--- src/rtl/ifu_fetch_ctrl_if.sv ---
// Fetch-controller bus: decode-side inputs toward the controller, fetch/status outputs back.
// slave = ifu_fetch_ctrl, master = the decode/upstream side.
interface ifu_fetch_ctrl_if;
    logic        stall;
    logic [1:0]  npc_sel;
    logic        branch_taken;
    logic [15:0] imm16;
    logic [25:0] address26;
    logic [31:0] jr_target;
    logic [31:0] addr_im;
    logic [31:0] pc;
    logic [31:0] pc_plus8;
    logic        fetch_valid;
    logic        halt;
    logic [31:0] fault_pc;
    logic [31:0] instr_count;

    modport master (
        output stall, npc_sel, branch_taken, imm16, address26, jr_target,
        input  addr_im, pc, pc_plus8, fetch_valid, halt, fault_pc, instr_count
    );

    modport slave (
        input  stall, npc_sel, branch_taken, imm16, address26, jr_target,
        output addr_im, pc, pc_plus8, fetch_valid, halt, fault_pc, instr_count
    );
endinterface

--- src/rtl/ifu_fetch_ctrl.sv ---
// Instruction-fetch controller: owns the PC, selects next PC, traps bad targets into HALT.
// Optional retired-fetch counter enabled by defining FETCH_CNT_EN.
module ifu_fetch_ctrl #(
    parameter logic [31:0] PC_RESET = 32'h0000_3000,
    parameter int unsigned IM_DEPTH = 4096
) (
    input  logic           clk,
    input  logic           reset,
    ifu_fetch_ctrl_if.slave fif
);
    localparam int unsigned XLEN = 32;
    localparam logic [XLEN-1:0] IM_LIMIT = PC_RESET + (XLEN'(IM_DEPTH) << 2);

    typedef enum logic [1:0] {
        BOOT = 2'd0,
        RUN  = 2'd1,
        HALT = 2'd2
    } state_t;

    state_t          state, state_nxt;
    logic [XLEN-1:0] pc_r, pc_nxt;
    logic [XLEN-1:0] fault_pc_r, fault_pc_nxt;
    logic [XLEN-1:0] seq_pc, br_off, target;
    logic            fault;

    // Candidate next PC and its range/alignment check
    always_comb begin
        seq_pc = pc_r + XLEN'(4);
        br_off = {{14{fif.imm16[15]}}, fif.imm16, 2'b00};
        unique case (fif.npc_sel)
            2'd0:    target = seq_pc;
            2'd1:    target = fif.branch_taken ? (seq_pc + br_off) : seq_pc;
            2'd2:    target = {pc_r[31:28], fif.address26, 2'b00};
            default: target = fif.jr_target;
        endcase
        fault = (target[1:0] != 2'b00) || (target < PC_RESET) || (target >= IM_LIMIT);
    end

    always_ff @(posedge clk or negedge reset) begin
        if (!reset) begin
            state      <= BOOT;
            pc_r       <= PC_RESET;
            fault_pc_r <= '0;
        end else begin
            state      <= state_nxt;
            pc_r       <= pc_nxt;
            fault_pc_r <= fault_pc_nxt;
        end
    end

    always_comb begin
        state_nxt    = state;
        pc_nxt       = pc_r;
        fault_pc_nxt = fault_pc_r;
        unique case (state)
            BOOT: begin
                if (!fif.stall) state_nxt = RUN;
            end
            RUN: begin
                if (!fif.stall) begin
                    if (fault) begin
                        fault_pc_nxt = target;
                        state_nxt    = HALT;
                    end else begin
                        pc_nxt = target;
                    end
                end
            end
            HALT: begin
                state_nxt = HALT;
            end
            default: state_nxt = BOOT;
        endcase
    end

    assign fif.addr_im     = pc_r;
    assign fif.pc          = pc_r;
    assign fif.pc_plus8    = pc_r + XLEN'(8);
    assign fif.fetch_valid = (state == RUN);
    assign fif.halt        = (state == HALT);
    assign fif.fault_pc    = fault_pc_r;

`ifdef FETCH_CNT_EN
    logic            cnt_inc;
    logic [XLEN-1:0] cnt_r;

    assign cnt_inc = (state == RUN) && !fif.stall && !fault;

    // Retired-fetch counter, wraps naturally at 2^32
    always_ff @(posedge clk or negedge reset) begin
        if (!reset)       cnt_r <= '0;
        else if (cnt_inc) cnt_r <= cnt_r + XLEN'(1);
    end

    assign fif.instr_count = cnt_r;
`else
    assign fif.instr_count = '0;
`endif
endmodule

--- src/flat_wrapper.sv ---
// flat-port wrapper written by rule: the top's interface ports become plain ports
module ifu_fetch_ctrl_flat 
#(
    parameter logic [31:0] PC_RESET = 32'h0000_3000,
    parameter int unsigned IM_DEPTH = 4096
)
  (clk, reset, fif_stall, fif_npc_sel, fif_branch_taken, fif_imm16, fif_address26, fif_jr_target, fif_addr_im, fif_pc, fif_pc_plus8, fif_fetch_valid, fif_halt, fif_fault_pc, fif_instr_count);
  ifu_fetch_ctrl_if fif_i ();
  input  logic clk;
  input  logic reset;
  input wire logic [$bits(fif_i.stall)-1:0] fif_stall;
  input wire logic [$bits(fif_i.npc_sel)-1:0] fif_npc_sel;
  input wire logic [$bits(fif_i.branch_taken)-1:0] fif_branch_taken;
  input wire logic [$bits(fif_i.imm16)-1:0] fif_imm16;
  input wire logic [$bits(fif_i.address26)-1:0] fif_address26;
  input wire logic [$bits(fif_i.jr_target)-1:0] fif_jr_target;
  output wire logic [$bits(fif_i.addr_im)-1:0] fif_addr_im;
  output wire logic [$bits(fif_i.pc)-1:0] fif_pc;
  output wire logic [$bits(fif_i.pc_plus8)-1:0] fif_pc_plus8;
  output wire logic [$bits(fif_i.fetch_valid)-1:0] fif_fetch_valid;
  output wire logic [$bits(fif_i.halt)-1:0] fif_halt;
  output wire logic [$bits(fif_i.fault_pc)-1:0] fif_fault_pc;
  output wire logic [$bits(fif_i.instr_count)-1:0] fif_instr_count;
  assign fif_i.stall = fif_stall;
  assign fif_i.npc_sel = fif_npc_sel;
  assign fif_i.branch_taken = fif_branch_taken;
  assign fif_i.imm16 = fif_imm16;
  assign fif_i.address26 = fif_address26;
  assign fif_i.jr_target = fif_jr_target;
  assign fif_addr_im = fif_i.addr_im;
  assign fif_pc = fif_i.pc;
  assign fif_pc_plus8 = fif_i.pc_plus8;
  assign fif_fetch_valid = fif_i.fetch_valid;
  assign fif_halt = fif_i.halt;
  assign fif_fault_pc = fif_i.fault_pc;
  assign fif_instr_count = fif_i.instr_count;
  ifu_fetch_ctrl #(.PC_RESET(PC_RESET), .IM_DEPTH(IM_DEPTH)) u_core (.clk(clk), .reset(reset), .fif(fif_i));
endmodule
--- config.mk ---
export PLATFORM = sky130hd
export DESIGN_NAME = ifu_fetch_ctrl_flat
export DESIGN_NICKNAME = d
export VERILOG_FILES = /design/src/rtl/ifu_fetch_ctrl_if.sv /design/src/rtl/ifu_fetch_ctrl.sv /design/src/flat_wrapper.sv
export SDC_FILE = /design/constraint.sdc
export NUM_CORES = 1
export LEC_CHECK = 0
export ABC_AREA = 1
export CORE_MARGIN = 1
export CORE_UTILIZATION = 49
export CTS_BUF_LIST = sky130_fd_sc_hd__clkbuf_16
export DETAILED_ROUTE_END_ITERATION = 10
export PLACE_DENSITY_LB_ADDON = 0.1
export SLEW_MARGIN = 15
export SYNTH_ARGS = -nofsm -noshare
export SYNTH_HDL_FRONTEND = slang
export SYNTH_SLANG_ARGS = --single-unit
--- constraint.sdc ---
create_clock -name clk -period 5 [get_ports clk]
set_clock_uncertainty 0.05 [all_clocks]
set_input_delay 0.75 -clock clk [delete_from_list [all_inputs] [get_ports clk]]
set_output_delay 0.75 -clock clk [all_outputs]
set_load 0.1 [all_outputs]
==> run summary <==
The run finished with clean final reports. For this run, design rule violations remaining after detail routing come to 0. The critical-path cell with the highest stage delay is dfstp_2. VDD sags by at most 0.632 mV.

For the clock sink total, the log shows 66. The worst setup path is of the flip-flop to flip-flop kind. The floorplan has 47 rows. TritonCTS built the clock tree. The path class of the tightest hold or removal check is flip-flop to flip-flop. The tools report the number of maximum-capacitance violations as 0. Root cell of the clock tree: clkbuf_16. In this run the worst path has a maximum fanout of 12.

Measured along the y axis, the die boundary spans 132 um. At the pin with the least slew margin, the transition time is 1.02 ns. The logs give 8260 um2 for the cell area after synthesis and 30400 um for the wire length after detailed routing. For the switching power, the log shows 1.76 mW. The run gives 1660 um2 as the area of all sequential standard cells. The HPWL after detailed placement is 24700 um.

The net count of the finished layout is 1716. For the count of hold buffers inserted by post-cts repair, the log shows 0. The post-synthesis area per instance is 5.80 um2. In this run the deepest clock path goes through 2 buffers.

Core area: 16500 um2. From synthesis to final layout, the design area changed by 28.0%. The summed negative setup slack over all endpoints was 0 ns. The overall via count from detail_route was 9489; the fraction of the cycle the final worst path needs was 93.5%. The fraction of synthesis flops using an asynchronous set or reset pin is 100%, and the number of unique standard cell types used by synthesis is 44. The Yosys step of the flow raised 0 warnings.

In this run, synthesis inferred 0 flip-flops with an integrated enable. Summing all non-filler instances in the final layout gives an area of 10600 um2. The logs give 0 for the antenna cell count and 50.0% for the initial core utilization. The x dimension of the die works out to 132 um. In this run, post-CTS repair resized a total of 0 instances.

Setup violations remaining at the end of the flow were counted as 0. Summed over all layers, the global routing overflow is 0. The level count of the clock H-tree is 3. Dominant cell type by count on the critical path: nand2_1. For this block, the initial DRC count from the detailed router was 1078. The number of input and output port buffers inserted was 209; the internal power consumption was 1.40 mW.

The via count of the first global-routing pass is 8447. Once placement finished, the instance area stood at 10300 um2. The startpoint kind of the worst setup timing path was a flip-flop. The power density over the cells was 300 nW/um2; the clock-pin slew of the registers on the worst-case setup and hold paths was 0.06 ns. The wire length of the first global-routing pass came out at 46500 um.

The share of the Yosys chip area taken by registers is 20.0%. The logs give 0 for the count of endpoints failing hold in the final timing report and 1642 for the number of fill cells. Buffers added to address setup during post-CTS repair amount to 0. In the final routed layout, each cell accounts on average for 16.6 um. Entering global routing, the biggest net connects 67 pins. The multi-input combinational cells in the finished layout cover a total of 5110 um2. The via density per instance was 5.20.

Switching part of the total: 55.7%. Clock latency on the worst-skew pair, taken at its later pin, is 0.33 ns. For this run, the top clock speed supported by timing is 0.214 GHz. In the global route stage, overall resource usage came out at 34.6%.

Cells with a size suffix above 1 make up 8.17% of the layout. The tools report the number of antenna violations at the first check in global routing as 0. The kind of cell adding the most delay to the critical path was simple AND/OR/NAND/NOR gates. Combinational logic is responsible for 58.7% of the overall power. Registers are responsible for 23.3% of the overall power. Summed over all cells, the static leakage comes to 5.79 nW. The worst setup path is captured at a flip-flop.

The run gives 242 as the top-level port count. The worst pin sits at a relative slew slack of 31.7%. Max-slew violation count: 0. The placer congestion estimate is 1.00.

The stage delay of the slowest cell on the critical path is 0.56 ns. Counting both buffers and inverters, the worst setup path holds a total of 4. The run gives 1424 as the post-synthesis cell count.

The remaining antenna violation count after routing is 0, and the time the worst path needs with I/O delays and setup is 4.67 ns. The die covers 17400 um2. The number of detailed-route iterations in the first pass was 5; the clock share of power was 18.0%. The number of clock buffers inserted by TritonCTS came out at 9. Setup repair after global routing left no endpoint under its margin.

At the worst endpoint, the arrival time is 4.85 ns. For this run, the leading register cell type out of synthesis is dfrtp_1. Synthesis inferred 66 register bits.

STA puts the critical path data required time at 5.18 ns.
==> final cells by class <==
| type | count | share of cell area [%] |
|---|---|---|
| inverter | 249 | 8.84 |
| timing repair buffer | 241 | 21.9 |
| sequential | 66 | 15.7 |
| multi-input combinational | 1032 | 48.4 |
| tap | 220 | 2.60 |
| clock buffer | 9 | 2.13 |
| clock inverter | 7 | 0.438 |
==> state kept, by name (all words and copies together) (netlist names) <==
register,cells
u_core.fif.addr_im,32
u_core.fif.fault_pc,32
u_core.state,2
==> cells in the mapped netlist, drive strengths merged (9+ instances only) <==
master | n | area, um2
buf | 86 | 622
inv | 247 | 927
nand4 | 62 | 388
o21ai | 41 | 205
nor3 | 9 | 66.3
clkbuf | 22 | 83.8
o2111ai | 10 | 87.6
o211ai | 12 | 90.1
nand2 | 534 | 2010
nand3 | 84 | 453
or2 | 20 | 125
ha | 36 | 450
dfrtp | 64 | 1600
nor2 | 102 | 428
a21oi | 33 | 173
xor2 | 31 | 272
==> worst register-to-register path, stage by stage (launching register included) <==
cell and delay, ns:
dfstp_2 0.56, buf_4 0.19, nand2_1 0.13, nor2_2 0.17, nand2_1 0.13, nor2_1 0.17, nand2_1 0.09, xor2_1 0.29
inv_1 0.15, ha_1 0.42, nand2_1 0.13, nor2_1 0.20, inv_1 0.08, nor3_1 0.20, nand3_1 0.14, nand3_1 0.10
nand3_1 0.10, nand2_1 0.12, nand2_1 0.06, nand2_1 0.11, nand3_1 0.10, nor2_1 0.15, nand3_2 0.15, buf_4 0.22
nand2_1 0.12, nand2_1 0.12, nand2_1 0.08, nand2_1 0.04
==> worst paths after layout <==
path                       slack, ns  depth (start not counted)                    start                      end
setup / recovery                0.33                         27   u_core.fif.addr_im[12]          u_core.state[0]
hold / removal                  0.42                          2  u_core.fif.fault_pc[30]  u_core.fif.fault_pc[30]
setup reg to reg                0.33                         27   u_core.fif.addr_im[12]          u_core.state[0]
hold reg to reg                 0.42                          2  u_core.fif.fault_pc[30]  u_core.fif.fault_pc[30]
max in group asynchronous       3.76                          2                    reset    u_core.fif.addr_im[3]
min in group asynchronous       0.55                          2                    reset  u_core.fif.fault_pc[20]
==> cell families (layout without fill, tap and decap cells) <==
| group | count (synthesis) | after routing | synth area share (%) |
|---|---|---|---|
| adder cells (fa/ha/maj) | 37 | 37 | 5.70 |
| AND/OR/NAND/NOR | 822 | 822 | 43.0 |
| AO/OA/AOI/OAI | 105 | 105 | 7.56 |
| XOR/XNOR | 36 | 36 | 3.82 |
| other | 1 | 32 | 0.0454 |
| buffers and inverters | 357 | 506 | 19.9 |
| flip-flops | 66 | 66 | 20.0 |
==> through the flow <==
step | hold WS (ns) | std cells | utilization, % | total power [mW] | setup WS (ns)
global placement | 0.406 | 1808 | 62.1 | 2.58 | 0.401
CTS | 0.424 | 1824 | 63.8 | 3.17 | 0.343
global route | 0.435 | 1824 | 64.0 | 3.28 | 0.00629
floorplan | 0.404 | 1455 | - | 2.14 | 0.229
finish | 0.417 | 1824 | 64.0 | 3.17 | 0.327
detailed placement | 0.410 | 1808 | 62.1 | 2.60 | 0.369
==> power groups by stage <==
stage	sequential [mW]	combinational (mW)	clock [mW]
after global routing	0.753	1.94	0.595
after detailed placement	0.746	1.85	0
after floorplan	1.61	0.535	0
final	0.737	1.86	0.572
after global placement	0.741	1.84	0
after CTS	0.739	1.85	0.576
==> routing by layer <==
metal / GRT usage (%) / up-vias / share of wire, %
met5: 0 / - / 0
met4: 7.24 / 0 / 1.8
met3: 7.46 / 42 / 10
met2: 56.2 / 494 / 45
met1: 47.2 / 4283 / 43
li1: - / 4670 / -
==> layout by cell type, fill, tap and decap left out, types with 4 or more instances in the layout <==
master and count:
nand3_2 4, conb_1 32, xor2_1 28, o2111ai_1 10, or2_2 20, clkdlybuf4s50_1 200
nand4_1 62, o21ai_0 29, inv_2 23, nor2_2 5, xnor2_1 5, nand2_1 530
o21ai_1 12, nor3_1 5, nor2_1 92, buf_4 39, and2_1 6, inv_1 224
nand2_2 4, a21oi_1 31, nor2_4 5, ha_1 35, nand3_1 79, clkbuf_16 9
o211ai_1 12, dfrtp_1 63
No activity file was read; power rests on OpenSTA's default activity.
